$ cat src/rtl/glyph_line_prefetch.sv
// Font ROM scheduler: fetches one glyph row per cell during hblank
// into a double-buffered line buffer read by the pixel path.
module glyph_line_prefetch #(
  parameter int NCELLS  = 16,
  parameter int ROM_LAT = 1,
  localparam int CW = (NCELLS > 1) ? $clog2(NCELLS) : 1
) (
  input  logic          SCLKclk,
  input  logic          rst,
  input  logic          line_start,
  output logic [CW-1:0] cell_idx,
  input  logic [6:0]    char_code,
  input  logic [4:0]    row_sel,
  input  logic          cell_en,
  output logic [11:0]   rom_addr,
  input  logic [15:0]   rom_data,
  input  logic [3:0]    rd_cell,
  input  logic [3:0]    rd_bit,
  output logic          pix_bit,
  output logic          busy,
  output logic          done,
  output logic          overrun,
  input  logic          clr_ovr
);

  localparam logic [1:0] S_IDLE  = 2'd0;
  localparam logic [1:0] S_ISSUE = 2'd1;
  localparam logic [1:0] S_DRAIN = 2'd2;
  localparam logic [1:0] S_DONE  = 2'd3;

  localparam int PD = ROM_LAT + 1;
  localparam logic [ROM_LAT:0] TOP = (ROM_LAT + 1)'(1) << ROM_LAT;

  logic [1:0]    state;
  logic          fsel;
  logic [15:0]   bank [2][NCELLS];
  logic [ROM_LAT:0] pv;
  logic [ROM_LAT:0] pe;
  logic [CW-1:0] pc [PD];

  logic accept;
  logic last_cell;
  logic drain_end;
  logic in_range;

  assign busy      = (state == S_ISSUE) || (state == S_DRAIN);
  assign done      = (state == S_DONE);
  assign accept    = line_start && !busy;
  assign last_cell = (cell_idx == CW'(NCELLS - 1));
  // only the final stage may still be occupied on the last drain cycle
  assign drain_end = ~|(pv & ~TOP);
  assign in_range  = 32'(rd_cell) < NCELLS;

  always_ff @(posedge SCLKclk or posedge rst) begin
    if (rst) begin
      state    <= S_IDLE;
      fsel     <= 1'b0;
      cell_idx <= '0;
      rom_addr <= '0;
    end else begin
      case (state)
        S_IDLE, S_DONE: begin
          if (accept) begin
            fsel     <= ~fsel;
            cell_idx <= '0;
            state    <= S_ISSUE;
          end else begin
            state <= S_IDLE;
          end
        end
        S_ISSUE: begin
          rom_addr <= {char_code, row_sel};
          if (last_cell) begin
            cell_idx <= '0;
            state    <= S_DRAIN;
          end else begin
            cell_idx <= cell_idx + 1'b1;
          end
        end
        S_DRAIN: begin
          if (drain_end) state <= S_DONE;
        end
        default: state <= S_IDLE;
      endcase
    end
  end

  always_ff @(posedge SCLKclk or posedge rst) begin
    if (rst) begin
      pv <= '0;
      pe <= '0;
      for (int i = 0; i < PD; i++) pc[i] <= '0;
    end else begin
      pv[0] <= (state == S_ISSUE);
      pe[0] <= cell_en;
      pc[0] <= cell_idx;
      for (int i = 1; i < PD; i++) begin
        pv[i] <= pv[i-1];
        pe[i] <= pe[i-1];
        pc[i] <= pc[i-1];
      end
    end
  end

  always_ff @(posedge SCLKclk or posedge rst) begin
    if (rst) begin
      for (int b = 0; b < 2; b++)
        for (int c = 0; c < NCELLS; c++)
          bank[b][c] <= 16'h0000;
    end else if (pv[ROM_LAT]) begin
      bank[~fsel][pc[ROM_LAT]] <=
        pe[ROM_LAT] ? rom_data : 16'h0000;
    end
  end

  always_ff @(posedge SCLKclk or posedge rst) begin
    if (rst) begin
      pix_bit <= 1'b0;
    end else if (in_range) begin
      pix_bit <= bank[fsel][rd_cell[CW-1:0]][~rd_bit];
    end else begin
      pix_bit <= 1'b0;
    end
  end

  // a busy-time request wins over a simultaneous clear
  always_ff @(posedge SCLKclk or posedge rst) begin
    if (rst) begin
      overrun <= 1'b0;
    end else if (line_start && busy) begin
      overrun <= 1'b1;
    end else if (clr_ovr) begin
      overrun <= 1'b0;
    end
  end

endmodule

$ cat config.mk
export PLATFORM = sky130hd
export DESIGN_NAME = glyph_line_prefetch
export DESIGN_NICKNAME = d
export VERILOG_FILES = /design/src/rtl/glyph_line_prefetch.sv
export SDC_FILE = /design/constraint.sdc
export NUM_CORES = 1
export LEC_CHECK = 0
export BUFFER_PORTS_ARGS = -buffer_cell sky130_fd_sc_hd__buf_2
export CAP_MARGIN = 20
export CORE_MARGIN = 4
export CORE_UTILIZATION = 30
export CTS_BUF_LIST = sky130_fd_sc_hd__clkbuf_4
export DETAILED_ROUTE_END_ITERATION = 6
export SLEW_MARGIN = 20
export SYNTH_ARGS = -nofsm -noshare
export SYNTH_HDL_FRONTEND = slang
export SYNTH_SLANG_ARGS = --single-unit
$ cat constraint.sdc
create_clock -name SCLKclk -period 25.4 [get_ports SCLKclk]
set_input_delay 5.08 -clock SCLKclk [delete_from_list [all_inputs] [get_ports SCLKclk]]
set_output_delay 5.08 -clock SCLKclk [all_outputs]
set_load 0.02 [all_outputs]
# Yosys cells after proc, flatten, opt, wreduce, memory -nomap -nowiden
# Cells that the tools add are included.
[classes] mul=0 div=0 muxes=23 addsub=1 bitwise=6 n_eq_ne=7 shift=0 magnitude_cmp=7 reduce_logical=13
[op_table] operator="$mux W256" count=4
[op_table] operator="$bwmux W512" count=1
[op_table] operator="$demux W256 S1" count=1
[op_table] operator="$bmux W16 S4" count=1
[op_table] operator="$demux W16 S4" count=1
[op_table] operator="$mux W16" count=4
[op_table] operator="$ge A5 B5 Y1 const B" count=2
[op_table] operator="$not A4 Y5" count=2
[op_table] operator="$mux W4" count=2
[op_table] operator="$pmux W4 S2" count=1
[op_table] operator="$ne A2 B2 Y1 const B" count=3
[op_table] operator="$pmux W2 S3" count=1
[op_table] operator="$reduce_and A2 Y1" count=3
[op_table] operator="$lt A4 B5 Y1 const B" count=1
[op_table] operator="$lt A5 B1 Y1 const B" count=1
[op_table] operator="$add A4 B1 Y4 const B" count=1
[op_table] operator="$bmux W1 S4" count=1
[op_table] operator="$eq A2 B2 Y1 const B" count=2
[op_table] operator="$eq A4 B4 Y1 const B" count=1
[op_table] operator="$ge A2 B2 Y1 const B" count=2
[op_table] operator="$logic_and A1 B1 Y1" count=4
[op_table] operator="$mux W1" count=4
[op_table] operator="$mux W2" count=2
[op_table] operator="$not A1 Y2" count=2
[op_table] operator="9 further kinds" count=10
[word_totals] input_bits=41 regBits=545 n_memories=0 latch_bits=0 rom_bits=0 mem_bits_rw=0 output_inout_bits=20

# Depth between registers and ports, before layout
# Gate-level depths: netlist (run 1).
[logic_depth] ltp_word=9 ltp_mapped=11

# Worst setup path before layout (run 1)
# OpenSTA, ideal clock, no wires.
[synth_path] path_type="input port to flip-flop" startpoint="in rd_cell[0]" endpoint="reg pix_bit" path_buffers=1 setup_slack_ps=18544 cell_stages=8 setup_ps=130 arrival_ps=6727 cell_sequence="buf_4 > mux4_1 > mux4_2 > nand2_1 > o311ai_1 > o211ai_1 > a221o_1 > nand4_1"
[synth_via] elab_chain_cells=6
[synth_rtl] item="start, declared" line_no="17" source="input logic [3:0] rd_cell,"
[synth_rtl] item="$not A4 Y5 (not written as such)" line_no="120" source="pix_bit <= bank[fsel][rd_cell[CW-1:0]][~rd_bit];"
[synth_rtl] item="$bmux W16 S4" line_no="120"
[synth_rtl] item="$mux W16 (not written as such) (2 in a row)" line_no="120"
[synth_rtl] item="$bmux W1 S4" line_no="120"
[synth_rtl] item="$mux W1 (not written as such)" line_no="120"
[synth_rtl] item="end signal, assigned" line_no="120"
[synth_rtl] item="end, declared" line_no="19" source="output logic pix_bit,"
# Every way passes these cells. The select of a mux whose other input is x is not followed.
# A chain may end at the register's enable or synchronous reset.

# Worst setup path in the final report (run 1)
[layout_path] startpoint="reg state[0]" endpoint="out busy"
[layout_via] elab_chain_cells=2 word_cells_on_any_way=3 classes_between="2 x eq/ne; 1 x reduce/logical"
[layout_rtl] item="start, declared" line_no="34" source="logic [1:0] state;"
[layout_rtl] item="start signal, assigned" line_no="56" source="state <= S_IDLE;"
[layout_rtl] item="start signal, assigned" line_no="66" source="state <= S_ISSUE;"
[layout_rtl] item="start signal, assigned" line_no="68" source="state <= S_IDLE;"
[layout_rtl] item="$eq A2 B1 Y1 or $eq A2 B2 Y1 (tied branches)" line_no="46" source="assign busy = (state == S_ISSUE) || (state == S_DRAIN);"
[layout_rtl] item="$logic_or A1 B1 Y1 (*)" line_no="46"
[layout_rtl] item="end, declared" line_no="20" source="output logic busy,"
# Mark *: on every way between the ends. The rest lies on a longest branch, timed or not.

==> run metrics, run 1 <==
outcome completed; cell row count 103; vias per cell between 4 and 5; fin crit share 0.2799; cell count after synthesis around 2,300; antenna viol nets, final 0; DR iter-0 viols 1,291; RePlAce Congestion 0.8654; asr flop ratio synth 1.000; slowest stage cell, crit path ha_1; fillers 8,112; Core ar. about 79,000 µm²; H-tree Lvls 4; Routed WL approximately 65,000 µm; VDD IR-drop max 0.00009020 V; Layout Nets 2,346; max_cap viols 0; Die Wd slightly below 300 µm; die area 84,330 µm²; Power Density 93.59 nW/µm²; most common cell in the synthesized netlist nand2_1; crit-path leading delay family adder cells; CP Max Fanout 7; Max Freq 140.7 MHz; Post-synth EDFFs 0; Synth Warn # 0; ys flop type dfrtp_1; Critical Path Source Type register; post-CTS resize count 0; critical path arrival 2.03 ns; share of layout cells above drive strength 1 0.1734; Die Y 290.4 µm; DR vias ~17,000; drt wl/cell 18.88 µm; post-synthesis compound-gate area fraction 0.1535; CP bufs+invs 3; Seq cells post-synth approximately 550; Final Cell Area 26,530 µm²; first-pass GRT wire length 103,600 µm; Synth Cell Area 23,920 µm²; Final min period 7.109 ns; Slew @ Worst Pin around 1.1 ns; Starting Density 0.3028; Synth Area in Adders 0.002092; Final setup viols 0; worst-path cell chain inv_1, ha_1, inv_1, buf_2; largest family of logic cells by synthesized area compound AO/OA/AOI/OAI gates; Crit. End Element output pin; worst setup skew after layout 0.03014 ns; largest net degree at the start of global routing 180; Power, Total between 0.002 and 0.0025 W; area share of the largest cell type after synthesis 0.5701; slowest stage delay, CP 0.41 ns; max-slew violations 0; Worst slew margin 0.2507; Commonest cells post-synth nand2_1, dfrtp_1, o21ai_0, clkbuf_1, mux2i_1; initial antenna violation count 5; post-synth cell types 48; cell taking the most area after synthesis dfrtp_1; class of the worst hold path register to register; setup_tns 0 ns; XOR/XNOR share of the synthesized area 0.0003661; I/O Buffers 60; Mean Syn Cell Area 10.54 µm²; Layout Area Growth over Synthesis 10.88%; critical path class register to output pin; dpl cell area 24,770 µm²; number of global-route vias before repair 17,050; CTS Sinks 545; DRC 0; clk buf depth 3; clock latency at the later pin of the worst-skew pair 0.95 ns; postcts setup bufs 0; router iterations before antenna repair 5; final-report hold violation count 0; Area contributors post-synth dfrtp_1, o21ai_0, nand2_1, mux4_2, mux2i_1; IO Count roughly 60; Simple-Gate Fraction of Synth Area 0.1033; most numerous cell on the critical path inv_1; WP data required 20.32 ns; CTS tree built; Root Buffer clkbuf_4; Pleak 12.16 nW; post-synth net total 2,315; register area share after synthesis 0.5701; CTS Buf Count 141; unrepaired setup endpoints after global routing false; Tot GR Track Use 0.1559; DP HPWL ~39,000 µm; post-synthesis mux area share 0.1243; total congestion overflow 0; Reg clk slew, reported paths 0.07 ns; Hold Buf Count CTS 0
cell type report:
type / instances / area [µm²] / share of cell area
multi-input combinational: 1507 / 9240 / 0.3483
tap: 1050 / 1314 / 0.04953
inverter: 12 / 52.55 / 0.001981
timing repair buffer: 94 / 598.1 / 0.02255
sequential: 545 / 13640 / 0.5143
clock buffer: 204 / 1531 / 0.05773
clock inverter: 25 / 141.4 / 0.005330
antenna: 3 / 7.507 / 0.0002830
registers in the layout, indices dropped and copies added, names as in the netlist:
register / count
state: 2
fsel: 1
pix_bit: 1
pc: 8
bank: 512
pe: 2
rom_addr: 12
pv: 2
overrun: 1
cell_idx: 4
metal layers:
layer | GRT usage | vias to the layer above | routed length [µm]
li1 | - | 8090 | -
met1 | 0.2236 | 8374 | 30500
met2 | 0.2240 | 532 | 27990
met3 | 0.05181 | 110 | 4951
met4 | 0.04678 | 0 | 1489
met5 | 0 | - | 0
cells by family (layout without fill, tap and decap cells):
logic type                 after synthesis  after routing
AOI/OAI and AO/OA                      668            668
xor gates and xnor gates                 1              1
adders and majority gates                4              4
buffers and inverters                  218            335
DFF                                    545            545
muxes                                  202            202
other                                    0              3
and+or+nand+nor                        632            632
path summary, 6_finish.rpt:
| kind | start | end | slack, ns | cells after the start |
|---|---|---|---|---|
| setup / recovery | state[0] | busy | 18.29 | 4 |
| hold / removal | pe[0] | pe[1] | 0.35 | 0 |
| setup reg to reg | fsel | bank[481] | 21.70 | 6 |
| hold reg to reg | pe[0] | pe[1] | 0.35 | 0 |
| max in group asynchronous | rst | bank[440] | 19.02 | 4 |
| min in group asynchronous | rst | bank[363] | 4.21 | 2 |
stage by stage:
stage / setup slack [ns] / std cells / hold slack (ns) / utilization
2_1_floorplan: 5.085 / 2270 / 0.3312 / -
3_3_place_gp: 17.42 / 3206 / 0.3330 / 0.3135
3_5_place_dp: 17.41 / 3206 / 0.3371 / 0.3135
4_1_cts: 18.17 / 3435 / 0.3553 / 0.3347
5_1_grt: 18.08 / 3439 / 0.3557 / 0.3358
6_report: 18.29 / 3440 / 0.3484 / 0.3358
power by group:
part | total, W | switching (W) | internal [W]
clock | 0.000731 | 0.000356 | 0.000375
combinational | 0.000638 | 0.000362 | 0.000275
sequential | 0.00111 | 0.0000991 | 0.00101
total | 0.00248 | 0.000817 | 0.00167
cells in the final DEF, fill, tap and decap left out, types with 3 or more instances in the layout:
cell / count
nor3_1: 7
nand2_1: 546
o211ai_1: 8
o21ai_0: 519
clkbuf_4: 204
o22ai_1: 27
dfrtp_1: 544
clkinv_1: 15
mux2i_1: 118
mux4_2: 62
diode_2: 3
clkinvlp_4: 5
inv_2: 4
nor4_1: 4
mux4_1: 9
o221ai_1: 59
a21oi_1: 37
nand2_2: 25
nor2_1: 19
inv_1: 9
a2111o_1: 3
nor2b_1: 5
mux2_2: 12
buf_2: 59
nand3_1: 13
o21ai_1: 5
buf_4: 31
nor3b_1: 4
ha_1: 4
Power figures use the tool's default switching activity.
==> run 2: changes to the inputs <==
--- a/config.mk
+++ b/config.mk
@@ -5,6 +5,7 @@
 export SDC_FILE = /design/constraint.sdc
 export NUM_CORES = 1
 export LEC_CHECK = 0
+export ABC_AREA = 1
 export BUFFER_PORTS_ARGS = -buffer_cell sky130_fd_sc_hd__buf_2
 export CAP_MARGIN = 20
 export CORE_MARGIN = 4
==> constraint.sdc (replaced) <==
create_clock -name SCLKclk -period 5.7 [get_ports SCLKclk]
set_input_delay 1.14 -clock SCLKclk [delete_from_list [all_inputs] [get_ports SCLKclk]]
set_output_delay 1.14 -clock SCLKclk [all_outputs]
set_load 0.02 [all_outputs]
==> run metrics, run 2 <==
outcome completed (unchanged); FF+latch area 13,640 µm² (unchanged); max_cap viols 0 (unchanged); Largest regs bank x512, rom_addr x12, pc x8 (unchanged); fillers 8,584 (was 8,112); critical path arrival 4.23 ns (was 2.03 ns); I/O Buffers 60 (unchanged); router iterations before antenna repair 6 (was 5); vias per cell 5.066 (was 4.973); class of the worst hold path primary input to asynchronous set/reset pin (was register to register); slowest stage delay, CP 0.80 ns (was 0.41 ns); origin of the worst setup path fsel (was state[0]); cell count after synthesis 3,024 (was 2,270); most common cell in the synthesized netlist nand2_1 (unchanged); DP HPWL 43,600 µm (was 39,210 µm); reg2reg end bank[372] (was bank[481]); post-synth cell types 22 (was 48); Combinational Power Share 0.272 (was 0.257); H-tree Lvls 4 (unchanged); max-slew violations 0 (unchanged); DR vias 21,170 (was 17,110); most common library cell in the layout ignoring fill and taps nand2_1 (unchanged); worst setup skew after layout 0.03911 ns (was 0.03014 ns); Worst slew margin 0.2323 (was 0.2507); CTS Buf Count 147 (was 141); Clock power frac 0.312 (was 0.294); Power Density 415.3 nW/µm² (was 93.59 nW/µm²); total congestion overflow 0 (unchanged); FF-to-FF Start fsel (unchanged); Layout Nets 3,057 (was 2,346); cell row count 104 (was 103); post-synth net total 3,069 (was 2,315); largest reg by FF count bank (unchanged); WP data required 6.55 ns (was 20.32 ns); antenna viol nets, final 0 (unchanged); Starting Density 0.3037 (was 0.3028); Commonest cells post-synth nand2_1, dfrtp_1, o21ai_0, nand3_1, clkbuf_1 (was nand2_1, dfrtp_1, o21ai_0, clkbuf_1, mux2i_1); clock latency at the later pin of the worst-skew pair 0.99 ns (was 0.95 ns); drt wl/cell 18.29 µm (was 18.88 µm); CTS tree built (unchanged); die area 86,590 µm² (was 84,330 µm²); Core ar. 80,940 µm² (was 79,000 µm²); Synth Cell Area 24,580 µm² (was 23,920 µm²); Final min period 3.371 ns; DRC 0 (unchanged); Area contributors post-synth dfrtp_1, nand2_1, o21ai_0, nand3_1, clkbuf_1 (was dfrtp_1, o21ai_0, nand2_1, mux4_2, mux2i_1); commonest non-fill, non-tap cells in the layout nand2_1, dfrtp_1, o21ai_0 (unchanged); CTS Sinks 545 (unchanged); FF-to-FF path depth 5 (was 6); RePlAce Congestion 0.8640 (was 0.8654); Layout Area Growth over Synthesis 10.95% (was 10.88%); Seq cells post-synth 545 (unchanged); register area share after synthesis 0.5548 (was 0.5701); Final Cell Area 27,270 µm² (was 26,530 µm²); asr flop ratio synth 1.000 (unchanged); Root Buffer clkbuf_4 (unchanged); Hold Buf Count CTS 0 (unchanged); Pleak 13.22 nW (was 12.16 nW); post-CTS resize count 0 (unchanged); postcts setup bufs 0 (unchanged); Final setup viols 0 (unchanged); number of global-route vias before repair 20,030 (was 17,050); cell taking the most area after synthesis dfrtp_1 (unchanged); IO Count 61 (unchanged); DR iter-0 viols 2,317 (was 1,291); area of the multi-input gates 9625 µm² (was 9240 µm²); largest net degree at the start of global routing 180 (unchanged); Critical Path Source Type register (unchanged); critical path class register to register (was register to output pin); share of layout cells above drive strength 1 0.1086 (was 0.1734); dpl cell area 25,310 µm² (was 24,770 µm²); Seq pwr share 0.416 (was 0.449); fin crit share 0.5914; area share of the largest cell type after synthesis 0.5548 (was 0.5701); Slew @ Worst Pin 1.152 ns (was 1.123 ns); worst-path cell chain buf_4, nand2_1, inv_2, nand2_1, o21ai_0 (was inv_1, ha_1, inv_1, buf_2); ys flop type dfrtp_1 (unchanged); Die Y 294.3 µm (was 290.4 µm); Max Freq 296.6 MHz; CP Max Fanout 74 (was 7); Die Wd 294.3 µm (was 290.4 µm); Routed WL 76,410 µm (was 64,930 µm); Crit. End Element register (was output pin); initial antenna violation count 6 (was 5); internal cell power 0.007144 W (was 0.001665 W); VDD IR-drop max 0.0002591 V (was 0.00009020 V); Post-synth EDFFs 0 (unchanged); Psw 0.004184 W (was 0.0008173 W); Mean Syn Cell Area 8.129 µm² (was 10.54 µm²); Net Sw Frac 0.3694 (was 0.3292); Inst Count DP 3,917 (was 3,206); Synth Warn # 0 (unchanged); Post-Layout Cell Count 4,178 (was 3,440); slowest stage cell, crit path buf_4 (was ha_1); unrepaired setup endpoints after global routing false (unchanged); Setup crit end bank[372] (was busy); max FFs per register 512 (unchanged); Tot GR Track Use 0.1776 (was 0.1559); clk buf depth 3 (unchanged); first-pass GRT wire length 120,100 µm (was 103,600 µm); Reg clk slew, reported paths 0.06 ns (was 0.07 ns); R2R Setup Slk 2.33 ns (was 21.70 ns); most numerous cell on the critical path nand2_1 (was inv_1); final-report hold violation count 0 (unchanged)
[run 2: cell count changes after synthesis, sizes merged, moves of 6 or more]
cell	previous run	this run
o21ai	524	518
mux2i	118	0
o211ai	8	1
nor3	7	0
buf	52	95
o221ai	59	0
clkbuf	153	164
o22ai	27	0
a21oi	37	4
mux2	12	0
inv	10	26
mux4	72	0
nand3	13	506
nand2	571	1136
[run 2: cell type report]
cell class / count / share of cell area
flip-flops and latches: 545 / 0.5002
multi-input cells: 2194 / 0.3529
clock buffers: 202 / 0.05560
well taps: 1060 / 0.04863
repair buffers: 98 / 0.02642
clock inverters: 46 / 0.01156
inverters: 26 / 0.004083
diodes: 7 / 0.0006422
[run 2: worst min path at each step]
| stage | from | to | slack [ns] | cells after the start |
|---|---|---|---|---|
| after floorplan | pc[4] | pc[0] | 0.33 | 0 |
| final | rst | bank[202] | 0.24 | 2 |
| after CTS | cell_en | pe[0] | 0.16 | 1 |
| after global placement | pc[7] | pc[3] | 0.33 | 0 |
| after detailed placement | pe[0] | pe[1] | 0.34 | 0 |
| after global routing | cell_en | pe[0] | 0.16 | 1 |
[run 2: stage by stage]
step	setup WS [ns]	power (W)	TNS, ns	hold WS [ns]	util
after floorplan	-2.854	0.007040	-1555.38	0.3312	-
after global placement	1.877	0.007831	0	0.3330	0.3127
after detailed placement	1.828	0.007834	0	0.3355	0.3127
after CTS	2.303	0.01139	0	0.1628	0.3353
after global routing	2.075	0.01209	0	0.1590	0.3370
final	2.329	0.01133	0	0.2439	0.3370
[run 2: critical path: cells and delay by family, from the launching register on]
kind	cells	cell delay, ns
buf+inv	2	1.12
flops	1	0.76
simple gates	2	0.84
compound gates	1	0.42
[run 2: routing by layer]
layer	vias up	GRT usage	wire length, µm
met5	-	0	24
met4	4	0.06687	1850
met3	129	0.04702	6082
met2	732	0.2520	32010
met1	10310	0.2587	36430
li1	9993	-	-
[run 2: cell families (layout without fill, tap and decap cells)]
family | after synthesis | after routing | synth area share
flops | 545 | 545 | 0.5548
other cells | 0 | 7 | 0
fa+ha+maj | 4 | 4 | 0.002036
compound gates | 523 | 523 | 0.1066
xor+xnor | 2 | 2 | 0.0007127
buf+inv | 285 | 372 | 0.05532
simple gates | 1665 | 1665 | 0.2806
[run 2: power groups by stage]
stage	sequential, W	combinational [W]	clock [W]
4_1_cts	0.00471	0.00307	0.00362
3_3_place_gp	0.00476	0.00307	0
5_1_grt	0.00477	0.00347	0.00385
3_5_place_dp	0.00477	0.00307	0
2_1_floorplan	0.00471	0.00233	0
6_report	0.00471	0.00308	0.00353
